$ cat src/rtl/fil_frame_bridge.sv
// Frame bridge for FPGA-in-the-loop: unpacks an input byte frame onto the DUT channels,
// steps the DUT once, then streams the status byte and captured channel outputs back out.
module fil_frame_bridge #(
    parameter int NUM_IN_CH  = 4,
    parameter int IN_W       = 18,
    parameter int NUM_OUT_CH = 8,
    parameter int OUT_W      = 16,
    parameter int DUT_LAT    = 1
) (
    input  logic                        clk,
    input  logic                        reset,
    input  logic [7:0]                  s_data,
    input  logic                        s_valid,
    input  logic                        s_last,
    output logic                        s_ready,
    output logic [7:0]                  m_data,
    output logic                        m_valid,
    output logic                        m_last,
    input  logic                        m_ready,
    output logic [NUM_IN_CH*IN_W-1:0]   dut_din,
    output logic                        dut_enb,
    input  logic                        dut_ce_out,
    input  logic [NUM_OUT_CH*OUT_W-1:0] dut_dout,
    output logic [7:0]                  frame_err_cnt,
    output logic                        busy
);
    localparam int ISB   = (IN_W + 7) / 8;
    localparam int OSB   = (OUT_W + 7) / 8;
    localparam int IFB   = NUM_IN_CH * ISB;
    localparam int OFB   = 1 + NUM_OUT_CH * OSB;
    localparam int OSW   = OSB * 8;
    localparam int DIN_W = NUM_IN_CH * IN_W;
    localparam int IDX_W = $clog2(IFB + 1);
    localparam int TX_W  = $clog2(OFB + 1);
    localparam logic [IDX_W-1:0] IN_LAST   = IDX_W'(IFB - 1);
    localparam logic [TX_W-1:0]  TX_LAST   = TX_W'(OFB - 1);
    localparam logic [3:0]       WAIT_LAST = 4'(DUT_LAT - 1);

    typedef enum logic [2:0] {ST_RX, ST_DRAIN, ST_STEP, ST_WAIT, ST_TX} state_t;

    state_t               state_reg, state_next;
    logic [IDX_W-1:0]     in_idx_reg, in_idx_next;
    logic [TX_W-1:0]      tx_idx_reg, tx_idx_next;
    logic [3:0]           wait_cnt_reg, wait_cnt_next;
    logic [6:0]           seq_reg, seq_next;
    logic [7:0]           err_reg, err_next;
    logic                 err_inc;
    logic [DIN_W-1:0]     shadow_reg, shadow_next, shadow_wr;
    logic [DIN_W-1:0]     din_reg, din_next;
    logic [OFB*8-1:0]     cap_reg, cap_next, cap_frame;
    logic [NUM_OUT_CH*OSW-1:0] dout_pad;

    // Shadow frame with the current byte merged in; slot bits at or above IN_W are never stored.
    for (genvar gi = 0; gi < NUM_IN_CH; gi++) begin : g_in_ch
        for (genvar bi = 0; bi < ISB; bi++) begin : g_in_byte
            localparam int LSB = gi * IN_W + bi * 8;
            localparam int BW  = (IN_W - bi * 8 < 8) ? IN_W - bi * 8 : 8;
            localparam logic [IDX_W-1:0] POS = IDX_W'(gi * ISB + bi);
            assign shadow_wr[LSB +: BW] = (in_idx_reg == POS) ? s_data[BW-1:0]
                                                              : shadow_reg[LSB +: BW];
        end
    end

    for (genvar gi = 0; gi < NUM_OUT_CH; gi++) begin : g_out_ch
        assign dout_pad[gi*OSW +: OSW] = OSW'(dut_dout[gi*OUT_W +: OUT_W]);
    end
    assign cap_frame = {dout_pad, seq_reg, dut_ce_out};

    always_ff @(posedge clk or negedge reset) begin
        if (!reset) begin
            state_reg    <= ST_RX;
            in_idx_reg   <= '0;
            tx_idx_reg   <= '0;
            wait_cnt_reg <= '0;
            seq_reg      <= '0;
            err_reg      <= '0;
            shadow_reg   <= '0;
            din_reg      <= '0;
            cap_reg      <= '0;
        end else begin
            state_reg    <= state_next;
            in_idx_reg   <= in_idx_next;
            tx_idx_reg   <= tx_idx_next;
            wait_cnt_reg <= wait_cnt_next;
            seq_reg      <= seq_next;
            err_reg      <= err_next;
            shadow_reg   <= shadow_next;
            din_reg      <= din_next;
            cap_reg      <= cap_next;
        end
    end

    always_comb begin
        state_next    = state_reg;
        in_idx_next   = in_idx_reg;
        tx_idx_next   = tx_idx_reg;
        wait_cnt_next = wait_cnt_reg;
        seq_next      = seq_reg;
        shadow_next   = shadow_reg;
        din_next      = din_reg;
        cap_next      = cap_reg;
        err_inc       = 1'b0;
        dut_enb       = 1'b0;
        m_valid       = 1'b0;
        m_data        = 8'h00;
        m_last        = 1'b0;
        case (state_reg)
            ST_RX: begin
                if (s_valid) begin
                    shadow_next = shadow_wr;
                    if (s_last) begin
                        in_idx_next = '0;
                        if (in_idx_reg == IN_LAST) begin
                            din_next   = shadow_wr;
                            state_next = ST_STEP;
                        end else begin
                            err_inc = 1'b1;
                        end
                    end else if (in_idx_reg == IN_LAST) begin
                        in_idx_next = '0;
                        err_inc     = 1'b1;
                        state_next  = ST_DRAIN;
                    end else begin
                        in_idx_next = in_idx_reg + 1'b1;
                    end
                end
            end
            ST_DRAIN: begin
                if (s_valid && s_last) state_next = ST_RX;
            end
            ST_STEP: begin
                dut_enb       = 1'b1;
                wait_cnt_next = '0;
                state_next    = ST_WAIT;
            end
            ST_WAIT: begin
                if (wait_cnt_reg == WAIT_LAST) begin
                    cap_next    = cap_frame;
                    tx_idx_next = '0;
                    state_next  = ST_TX;
                end else begin
                    wait_cnt_next = wait_cnt_reg + 1'b1;
                end
            end
            ST_TX: begin
                m_valid = 1'b1;
                m_data  = cap_reg[{tx_idx_reg, 3'b000} +: 8];
                m_last  = (tx_idx_reg == TX_LAST);
                if (m_ready) begin
                    if (tx_idx_reg == TX_LAST) begin
                        tx_idx_next = '0;
                        seq_next    = seq_reg + 1'b1;
                        state_next  = ST_RX;
                    end else begin
                        tx_idx_next = tx_idx_reg + 1'b1;
                    end
                end
            end
            default: state_next = ST_RX;
        endcase
    end

    assign err_next      = (err_inc && err_reg != 8'hFF) ? err_reg + 1'b1 : err_reg;
    assign s_ready       = (state_reg == ST_RX) || (state_reg == ST_DRAIN);
    assign busy          = (state_reg != ST_RX);
    assign dut_din       = din_reg;
    assign frame_err_cnt = err_reg;
endmodule

$ cat config.mk
export PLATFORM = sky130hd
export DESIGN_NAME = fil_frame_bridge
export DESIGN_NICKNAME = d
export VERILOG_FILES = /design/src/rtl/fil_frame_bridge.sv
export SDC_FILE = /design/constraint.sdc
export NUM_CORES = 1
export LEC_CHECK = 0
export BUFFER_PORTS_ARGS = -buffer_cell sky130_fd_sc_hd__buf_2
export CORE_MARGIN = 2
export CORE_UTILIZATION = 45
export DETAILED_ROUTE_END_ITERATION = 16
export HOLD_SLACK_MARGIN = 0.1
export PLACE_DENSITY = 0.62
export SKIP_LAST_GASP = 1
export SYNTH_ARGS = -nofsm -noshare
export SYNTH_HDL_FRONTEND = slang
export SYNTH_SLANG_ARGS = --single-unit
$ cat constraint.sdc
create_clock -name clk -period 2.7 [get_ports clk]
set_input_delay 0 -clock clk [delete_from_list [all_inputs] [get_ports clk]]
set_output_delay 0 -clock clk [all_outputs]
set_load 0.1 [all_outputs]
==> results.md <==
* Worst rel slew slack at 45.7%
* Final Hold Slack at approximately 0.15 ns
* Net count after synthesis at 1,228
* Dpl hpwl at 22,600 µm
* Initial antenna violation count at 0
* Multi-input gate area at 5870 µm²
* Die Y at between 150 and 200 µm
* DRT iter0 DRCs at 481
* Fin crit period at around 2.5 ns
* RePlAce Congestion at 0.787
* Final setup viols at 0
* Status: finished, final reports clean
* Mux contribution to synthesized area at a little over a quarter
* First-pass GRT wire length at 55,400 µm
* Num CTS Buffers at 35
* Mapped Cells at 1,075
* CP endpoint kind: output pin
* Yosys top cell by area: dfrtp_1
* Pre-Repair DR Iteration Count at 4
* # Max-Cap Violations at 0
* Initial Util at a little under half
* Tightest Pin Transition at 0.803 ns
* Num rows at 64
* Routed WL at 34,700 µm
* Avg Vias per Cell at slightly above 5
* Pre-CTS WS at 0.512 ns
* Dpl cells at 1,658
* Core ar. at 30,700 µm²
* Ratio of cells with drive above 1 in the final layout at 38.1%
* Diode count at 0
* Flops & latches, synth at 311
* Pins Over Slew Limit at 0
* Ys flop type: dfrtp_1
* Vias in the first global route at between 10,000 and 15,000
* Register area at 7780 µm²
* P&R area growth vs syn at 30.0%
* Vias post-DR at about 9,600
* Worst path arrival time at between 2 and 3 ns
* Register area share after synthesis at between 50 and 60%
* Period utilization at 93.7%
* Hold Fails Final Rpt at 0
* Synth unique cells at around 50
* IO Pins at 235
* Simple-gate share of the synthesized area at 6.99%
* Port Buf Inserts at 234
* Syn avg cell area at 13.1 µm²
* Cell Pwr Density at 1190 nW/µm²
* Worst hold path type: in2async
* Fin nets at approximately 1,600
* Setup TNS at 0 ns
* Top-area cell type share of the netlist area at 55.2%
* Routed WL per cell at between 15 and 20 µm
* Crit-path max FO at 10
* FFs w/ async S/R, synth at 100%
* Final cell count without fillers at 1,859
* Final Util at 59.6%
* CTS sink cnt at around 310
* Main combinational cell family by area after synthesis: multiplexers
* Total GRT Usage at 21.3%
* Die width at 181 µm
* Synth Area in Adders at 0.977%
* Clk_lat worst skew at 0.51 ns
* CTS tree: built
* Clock buffer depth at 3
* Root Driver: clkbuf_16
* Post-Synth XOR/XNOR Area at 1.06%
* Largest register FFs at 136
* Setup WS post-layout at 0.170 ns
* Worst Setup Start Kind: flip-flop
* Largest net degree at the start of global routing at 81
* Final clock skew at 0.0181 ns
* Clock-pin slew on the worst setup and hold paths at 0.06 ns
* Total congestion overflow at 0
* Antenna Nets Post-Route at 0
* Syn. warnings at 0
* Pleak at 8.72 nW
* EDFF count, synth at 0
* Synth Area in Compound Gates at between 5 and 6%
* Fmax at about 0.4 GHz
* Kind of critical path: reg2out
* Post-route DRC at 0
* CTS HTree Levels at 2
* CP required at 2.70 ns
* Die area at roughly 33,000 µm²
* VDD IR-drop max at 767 µV
* Mapped Area at 14,100 µm²
* Top area cells in the synthesized netlist: dfrtp_1 55%, mux2_2 16%, mux2i_1 8.1%, a21oi_1 2.7%, mux4_2 2.6%
* RSZ-0062 raised after global routing: no
* # fillers at 2,479
[cell families after synthesis]
family / after synthesis
xor+xnor: 17
compound gates: 124
simple gates: 190
mux: 333
flops: 311
fa+ha+maj: 11
buf+inv: 89
[path summary, 6_finish.rpt]
kind,startpoint,to,slack [ns],cells after the start
max,state_reg[2],m_data[3],0.17,6
min,reset,dut_din[11],0.15,3
max reg2reg,wait_cnt_reg[0],cap_reg[41],0.53,6
min reg2reg,seq_reg[6],seq_reg[6],0.47,1
max in group asynchronous,reset,tx_idx_reg[0],2.13,3
min in group clk,dut_dout[68],cap_reg[76],0.26,3
[layer usage]
metal	share of wire [%]	GRT usage [%]	vias up
met5	0	0	-
met4	1.9	5.43	0
met3	4.4	3.93	47
met2	49	35.7	219
met1	45	28.8	4770
li1	-	-	4566
[stage by stage]
stage / cell area, µm² / power (mW)
after floorplan: 14100 / 15.1
after global placement: 15700 / 16.9
after detailed placement: 15700 / 17.1
after CTS: 18300 / 21.8
after global routing: 18300 / 22.9
final: 18300 / 21.8
[placed cells by master, fill, tap and decap left out, types with 11 or more instances in the layout]
| cell type | count |
|---|---|
| a21oi_1 | 77 |
| a22oi_1 | 16 |
| buf_12 | 15 |
| buf_2 | 225 |
| buf_4 | 19 |
| clkbuf_1 | 14 |
| clkbuf_16 | 37 |
| dfrtp_1 | 309 |
| dlygate4sd3_1 | 141 |
| ha_1 | 11 |
| inv_1 | 15 |
| mux2_2 | 201 |
| mux2i_1 | 114 |
| mux4_2 | 16 |
| nand2_1 | 26 |
| nand3_1 | 21 |
| nor2_1 | 87 |
| o21ai_0 | 14 |
[repair_timing]
item / CTS / global route
hold buffers: 142 / 0
endpoints found under the setup margin: 3 / 8
endpoints found under the hold margin: 566 / 0
resized for setup: 1 / 9
setup buffers: 0 / 1
[power breakdown]
part	total, mW	internal, mW	switching [mW]
combinational	9.36	3.22	6.15
sequential	7.84	6.65	1.19
clock	4.56	2.71	1.85
total	21.8	12.6	9.18
[cells in the mapped netlist, types with 10 or more instances]
cell        n
buf_4      19
a21oi_1    77
dfrtp_1   311
mux4_2     16
buf_6      13
mux2i_1   114
buf_2      20
xor2_1     10
mux2_2    201
nand3_1    21
a22oi_1    16
clkbuf_1   18
o21ai_0    14
ha_1       11
nand2_1    26
nor2_1     87
inv_1      15
[worst max-delay path, cell delays in order (launching register included)]
cell      delay (ns)
dfrtp_1         0.51
or3b_4          0.50
inv_2           0.11
nand4_1         0.16
buf_4           0.23
o221ai_1        0.28
buf_12          0.22
[layout make-up]
| cell class | count | area share [%] |
|---|---|---|
| Clock buffer | 55 | 5.64 |
| Clock inverter | 3 | 0.232 |
| Inverter | 17 | 0.348 |
| Multi-Input combinational cell | 675 | 32.1 |
| Sequential cell | 311 | 42.5 |
| Tap cell | 396 | 2.71 |
| Timing Repair Buffer | 402 | 16.5 |
Power figures use the tool's default switching activity.
